[src/rtl/multicycle_core.sv]
// Multicycle MIPS-subset core: one ALU and one unified memory port reused
// across several cycles per instruction under a control sequencer.
// Ports:
//   CLK, rst           clock, asynchronous active-high reset
//   mem_req/mem_we     memory request / write strobe (registered)
//   mem_addr/mem_wdata byte address and store data (registered)
//   mem_rdata/ready    read data and access completion
//   alu_out            registered ALU result
//   result             last value written to the register file
//   halted             core stopped on an illegal instruction
//   retired            completed instruction count (wraps)
module multicycle_core #(
    parameter int unsigned    N        = 32,
    parameter logic [N-1:0]   RESET_PC = '0
) (
    input  logic          CLK,
    input  logic          rst,
    output logic          mem_req,
    output logic          mem_we,
    output logic [N-1:0]  mem_addr,
    output logic [N-1:0]  mem_wdata,
    input  logic [N-1:0]  mem_rdata,
    input  logic          mem_ready,
    output logic [N-1:0]  alu_out,
    output logic [N-1:0]  result,
    output logic          halted,
    output logic [31:0]   retired
);

    localparam int unsigned NREGS = 32;

    localparam logic [5:0] OP_RTYPE = 6'h00;
    localparam logic [5:0] OP_J     = 6'h02;
    localparam logic [5:0] OP_JAL   = 6'h03;
    localparam logic [5:0] OP_BEQ   = 6'h04;
    localparam logic [5:0] OP_ADDI  = 6'h08;
    localparam logic [5:0] OP_LW    = 6'h23;
    localparam logic [5:0] OP_SW    = 6'h2B;

    localparam logic [5:0] FN_JR  = 6'h08;
    localparam logic [5:0] FN_ADD = 6'h20;
    localparam logic [5:0] FN_SUB = 6'h22;
    localparam logic [5:0] FN_AND = 6'h24;
    localparam logic [5:0] FN_OR  = 6'h25;
    localparam logic [5:0] FN_SLT = 6'h2A;

    typedef enum logic [3:0] {
        S_FETCH, S_DECODE, S_RTYPE_EX, S_RTYPE_WB, S_ADDI_EX, S_ADDI_WB,
        S_MEMADR, S_MEMRD, S_MEMWB, S_MEMWR, S_BRANCH, S_JUMP, S_HALT
    } state_t;

    state_t       state, state_next;
    logic [N-1:0] pc, pc_next;
    logic [31:0]  ir, ir_next;
    logic [N-1:0] a, a_next, b, b_next, mdr, mdr_next, alu_next;
    logic [N-1:0] rf [NREGS];
    logic         rf_we;
    logic [4:0]   rf_waddr;
    logic [N-1:0] rf_wdata;
    logic         retire;
    logic         req_next, we_next;
    logic [N-1:0] addr_next, wdata_next;

    logic [5:0]   opcode, funct;
    logic [4:0]   rs, rt, rd;
    logic [N-1:0] signimm;
    logic         done;

    assign opcode  = ir[31:26];
    assign funct   = ir[5:0];
    assign rs      = ir[25:21];
    assign rt      = ir[20:16];
    assign rd      = ir[15:11];
    assign signimm = {{(N-16){ir[15]}}, ir[15:0]};
    assign done    = mem_req & mem_ready;

    // State register
    always_ff @(posedge CLK or posedge rst) begin
        if (rst) state <= S_FETCH;
        else     state <= state_next;
    end

    // Next-state, datapath and memory-port next values
    always_comb begin
        state_next = state;
        pc_next    = pc;
        ir_next    = ir;
        a_next     = a;
        b_next     = b;
        mdr_next   = mdr;
        alu_next   = alu_out;
        rf_we      = 1'b0;
        rf_waddr   = rt;
        rf_wdata   = alu_out;
        retire     = 1'b0;
        req_next   = 1'b0;
        we_next    = 1'b0;
        addr_next  = mem_addr;
        wdata_next = mem_wdata;

        case (state)
            S_FETCH: begin
                if (done) begin
                    ir_next    = mem_rdata[31:0];
                    pc_next    = pc + N'(4);
                    state_next = S_DECODE;
                end
            end
            S_DECODE: begin
                a_next = rf[rs];
                b_next = rf[rt];
                case (opcode)
                    OP_RTYPE: begin
                        case (funct)
                            FN_ADD, FN_SUB, FN_AND, FN_OR, FN_SLT: state_next = S_RTYPE_EX;
                            FN_JR:   state_next = S_JUMP;
                            default: state_next = S_HALT;
                        endcase
                    end
                    OP_LW, OP_SW: state_next = S_MEMADR;
                    OP_BEQ:       state_next = S_BRANCH;
                    OP_ADDI:      state_next = S_ADDI_EX;
                    OP_J, OP_JAL: state_next = S_JUMP;
                    default:      state_next = S_HALT;
                endcase
            end
            S_RTYPE_EX: begin
                case (funct)
                    FN_ADD:  alu_next = a + b;
                    FN_SUB:  alu_next = a - b;
                    FN_AND:  alu_next = a & b;
                    FN_OR:   alu_next = a | b;
                    FN_SLT:  alu_next = N'($signed(a) < $signed(b));
                    default: alu_next = '0;
                endcase
                state_next = S_RTYPE_WB;
            end
            S_RTYPE_WB: begin
                rf_we      = 1'b1;
                rf_waddr   = rd;
                retire     = 1'b1;
                state_next = S_FETCH;
            end
            S_ADDI_EX: begin
                alu_next   = a + signimm;
                state_next = S_ADDI_WB;
            end
            S_ADDI_WB: begin
                rf_we      = 1'b1;
                retire     = 1'b1;
                state_next = S_FETCH;
            end
            S_MEMADR: begin
                alu_next   = a + signimm;
                state_next = (opcode == OP_LW) ? S_MEMRD : S_MEMWR;
            end
            S_MEMRD: begin
                if (done) begin
                    mdr_next   = mem_rdata;
                    state_next = S_MEMWB;
                end
            end
            S_MEMWB: begin
                rf_we      = 1'b1;
                rf_wdata   = mdr;
                retire     = 1'b1;
                state_next = S_FETCH;
            end
            S_MEMWR: begin
                if (done) begin
                    retire     = 1'b1;
                    state_next = S_FETCH;
                end
            end
            S_BRANCH: begin
                // pc already holds PC+4 here
                if (a == b) pc_next = pc + {signimm[N-3:0], 2'b00};
                retire     = 1'b1;
                state_next = S_FETCH;
            end
            S_JUMP: begin
                if (opcode == OP_RTYPE) pc_next = a;
                else                    pc_next = {pc[N-1:28], ir[25:0], 2'b00};
                if (opcode == OP_JAL) begin
                    rf_we    = 1'b1;
                    rf_waddr = 5'd31;
                    rf_wdata = pc;
                end
                retire     = 1'b1;
                state_next = S_FETCH;
            end
            S_HALT:  state_next = S_HALT;
            default: state_next = S_FETCH;
        endcase

        // Memory port is registered from the upcoming state, so it holds while stalled
        case (state_next)
            S_FETCH: begin
                req_next  = 1'b1;
                addr_next = pc_next;
            end
            S_MEMRD: begin
                req_next  = 1'b1;
                addr_next = alu_next;
            end
            S_MEMWR: begin
                req_next   = 1'b1;
                we_next    = 1'b1;
                addr_next  = alu_next;
                wdata_next = b_next;
            end
            default: ;
        endcase
    end

    // Datapath, register file and output registers
    always_ff @(posedge CLK or posedge rst) begin
        if (rst) begin
            pc        <= RESET_PC;
            ir        <= '0;
            a         <= '0;
            b         <= '0;
            mdr       <= '0;
            alu_out   <= '0;
            result    <= '0;
            halted    <= 1'b0;
            retired   <= '0;
            mem_req   <= 1'b0;
            mem_we    <= 1'b0;
            mem_addr  <= '0;
            mem_wdata <= '0;
            for (int i = 0; i < NREGS; i++) rf[i] <= '0;
        end else begin
            pc        <= pc_next;
            ir        <= ir_next;
            a         <= a_next;
            b         <= b_next;
            mdr       <= mdr_next;
            alu_out   <= alu_next;
            halted    <= (state_next == S_HALT);
            mem_req   <= req_next;
            mem_we    <= we_next;
            mem_addr  <= addr_next;
            mem_wdata <= wdata_next;
            if (retire) retired <= retired + 32'd1;
            if (rf_we) begin
                result <= rf_wdata;
                if (rf_waddr != 5'd0) rf[rf_waddr] <= rf_wdata;
            end
        end
    end

endmodule
[config.mk]
export PLATFORM = sky130hd
export DESIGN_NAME = multicycle_core
export DESIGN_NICKNAME = d
export VERILOG_FILES = /design/src/rtl/multicycle_core.sv
export SDC_FILE = /design/constraint.sdc
export NUM_CORES = 2
export LEC_CHECK = 0
export ABC_AREA = 1
export CAP_MARGIN = 20
export CELL_PAD_IN_SITES_DETAIL_PLACEMENT = 1
export CELL_PAD_IN_SITES_GLOBAL_PLACEMENT = 1
export CORE_ASPECT_RATIO = 2
export CORE_MARGIN = 8
export CORE_UTILIZATION = 40
export CTS_CLUSTER_DIAMETER = 120
export DETAILED_ROUTE_END_ITERATION = 8
export DONT_BUFFER_PORTS = 1
export PLACE_DENSITY_LB_ADDON = 0.05
export SLEW_MARGIN = 15
export SYNTH_ARGS = -nofsm -noshare
export SYNTH_HDL_FRONTEND = slang
export SYNTH_SLANG_ARGS = --single-unit
[constraint.sdc]
create_clock -name CLK -period 129.9 [get_ports CLK]
set_input_delay 19.485 -clock CLK [delete_from_list [all_inputs] [get_ports CLK]]
set_output_delay 19.485 -clock CLK [all_outputs]
set_load 0.01 [all_outputs]
==> flow_summary.ini <==
[status]
outcome = completed

[synth]
ys_seq_area_share_pct = 42.6
synthTopCellsByCount = o21ai_0, nor2_1, nand2_1
synth_most_common_cell = o21ai_0
ys.flop_type = dfrtp_1
yosys-top-cells-area = dfrtp_1, o21ai_0, nor2_1
ys_ff_latch = 1351
synthCells = 11000
synth-simple-area-share_pct = 21.5
yosys.area.top_type = dfrtp_1
async_reset_ff_share_pct = 100
yosys.cell_types.count = 52
muxShareOfSynthArea_pct = 0
yosys.area_share.xor_xnor_pct = 0.519
netlist_area_um2 = 79300
yosysTopAreaCellShare_pct = 42.6
synth_edf_count = 0
yosysWarnings = 0
synth_nets = 11200
synth_compound_area_share_pct = 25.2
avgSynthCellArea_um2 = 7.18
synthAdderAreaFrac_pct = 2.59
synth_top_family_by_area = compound AO/OA/AOI/OAI gates

[final_layout]
final_util_pct = 43.9
layout.area.seq_um2 = 33800
nFillCells = 24400
fin_area_um2 = 86700
syn_to_final_growth_pct = 9.35
multiInputGateArea_um2 = 40100
stdcell_count = 13200
regMostFlops = rf
largest_reg_flops = 1024
layout-drive-gt1-share_pct = 5.98
fin_nets = 10700

[cts]
clock_latency_ps = 850
cts_buffers = 146
clk_pin_slew_ps = 70
cts_hold_buffers = 0
clock-sinks = 1351
ctsResizeCount = 0
cts_buffer_depth = 4
cts_tree = done
htreeDepth = 4
post-cts-setup-buffer-count = 0
root_buffer = clkbuf_16

[worst_setup_path]
path_class = primary input to asynchronous set/reset pin
max_stage_delay_ps = 850
crit_required_ps = 130710
cp-start-kind = primary input
r2r-start = ir[16]
crit_arrival_ps = 23580
cp_cell_sequence = inv_8 -> buf_12 -> buf_4 -> buf_4 -> buf_4
worst-path-buf-inv = 5
path_delay_family = buffers and inverters
critical_path.endpoint_type = asynchronous set/reset pin
cp_slowest_cell = buf_4
cp_common_cell = buf_4
cp_max_fo = 142
startpoint = rst

[pwr]
clockPowerShare_pct = 17.5
ir_drop_mv = 0.0174
p_int_w = 0.00117
p_sw_w = 0.00137
power.density_nw_per_um2 = 29.3
p_sw_share_pct = 54.0
leakagePower_nw = 39.0
power_frac_seq_pct = 27.8
combPwrFrac_pct = 54.7

[floorplanning]
die_x_um = 331
die_h_um = 646
ios = 198
start_util_pct = 40.2
design.core.area_um2 = 197000
rows = 231
fp.dieArea_um2 = 214000

[global_routing]
antenna_found_initial = 36
grt_max_degree = 143
grt_overflow = 0
grt_pass1_vias = 85900
grt_pass1_wl_mm = 620
grt_usage_pct = 39.9

[place]
place_inst = 13000
port_buffers = 0
place_area_um2 = 81600
hpwl_mm = 296
routabilityCongestion = 1.13

[drt]
drt_iter0_markers = 7377
num_vias = 83700
antenna_left = 0
wl_mm = 437
drt-pass1-iter-count = 6
viasPerCell = 6.32
drc = 0
wl_per_cell_um = 33.0

[sta]
hold_viol = 0
fin_crit_ps = 22770
slew_violations = 0
fmax_mhz = 43.9
fin_crit_sh_pct = 17.5
holdWs_ps = 400
final-setup-viol-count = 0
final.setup_skew_ps = 44.9
timing.setup.tns_ps = 0
grt_setup_unrepaired = no
relSlewSlack_pct = 14.8
worst_slew_pin_slew_ps = 1270

[hold_path]
hold_path_startpoint = rf[1023]
hold_class = register to register

[flow_run]
maxCapViolCount = 0
==> logic make-up (layout without fill, tap and decap cells) <==
| kind of cell | count (synthesis) | count (layout) |
|---|---|---|
| other | 0 | 26 |
| flip-flops | 1351 | 1351 |
| XOR/XNOR | 47 | 47 |
| AO/OA/AOI/OAI | 3656 | 3656 |
| adder cells (fa/ha/maj) | 162 | 162 |
| buffers and inverters | 1557 | 1173 |
| AND/OR/NAND/NOR | 4262 | 4262 |
==> path summary, 6_finish.rpt <==
| path | endpoint | slack (ps) | depth (start not counted) |
|---|---|---|---|
| max in group CLK | mem_addr[30] | 107850 | 16 |
| hold / removal | rf[1023] | 400 | 0 |
| hold reg to reg | rf[1023] | 400 | 0 |
| min in group asynchronous | b[25] | 18610 | 1 |
| setup reg to reg | mem_wdata[1] | 123370 | 12 |
| setup / recovery | rf[301] | 107130 | 5 |
==> layout make-up <==
class	count	area share, %
clock buffers	216	5.06
clock inverters	36	0.514
flip-flops and latches	1351	39.0
inverters	683	3.01
well taps	2563	3.70
diodes	26	0.0751
multi-input cells	8127	46.2
repair buffers	238	2.39
==> placed cells by master (no fill, tap or decap), drive strengths merged, types with 5 or more instances in the layout <==
cell	count
a211oi	45
a21boi	13
a21o	8
a21oi	776
a31oi	5
buf	236
bufinv	9
clkbuf	218
clkinv	25
dfrtp	1351
diode	26
ha	158
inv	681
nand2	1836
nand3	351
nand3b	20
nand4	65
nor2	1868
nor3	91
nor4	9
o2111ai	5
o211ai	117
o21ai	2088
o21bai	43
o221a	31
o221ai	74
o22ai	417
o311ai	14
o31ai	10
or2	12
xnor2	16
xor2	31
==> per-layer routing <==
layer	up-vias	GRT usage, %	part of all wire (%)	wire length, um
met5	-	0	0.040	176
met4	28	41.4	13	55200
met3	1737	8.38	6.7	29500
met2	3758	65.2	47	206000
met1	41900	40.9	34	146000
li1	36200	-	-	-
==> power by group through the flow <==
stage	sequential (W)	clock, W	combinational, W
2_1_floorplan	0.000641	0	0.000812
3_3_place_gp	0.000699	0	0.00132
3_5_place_dp	0.000705	0	0.00135
4_1_cts	0.000699	0.000448	0.00135
5_1_grt	0.000716	0.000460	0.00147
6_report	0.000705	0.000444	0.00139
==> through the flow <==
step                      total power, W  setup WS [ps]
after floorplan                  0.00145          72330
after global placement           0.00202         106300
after detailed placement         0.00205         106260
after CTS                        0.00250         107140
after global routing             0.00265         106660
final                            0.00254         107130
Note: power is estimated with default switching activity, not from simulation.
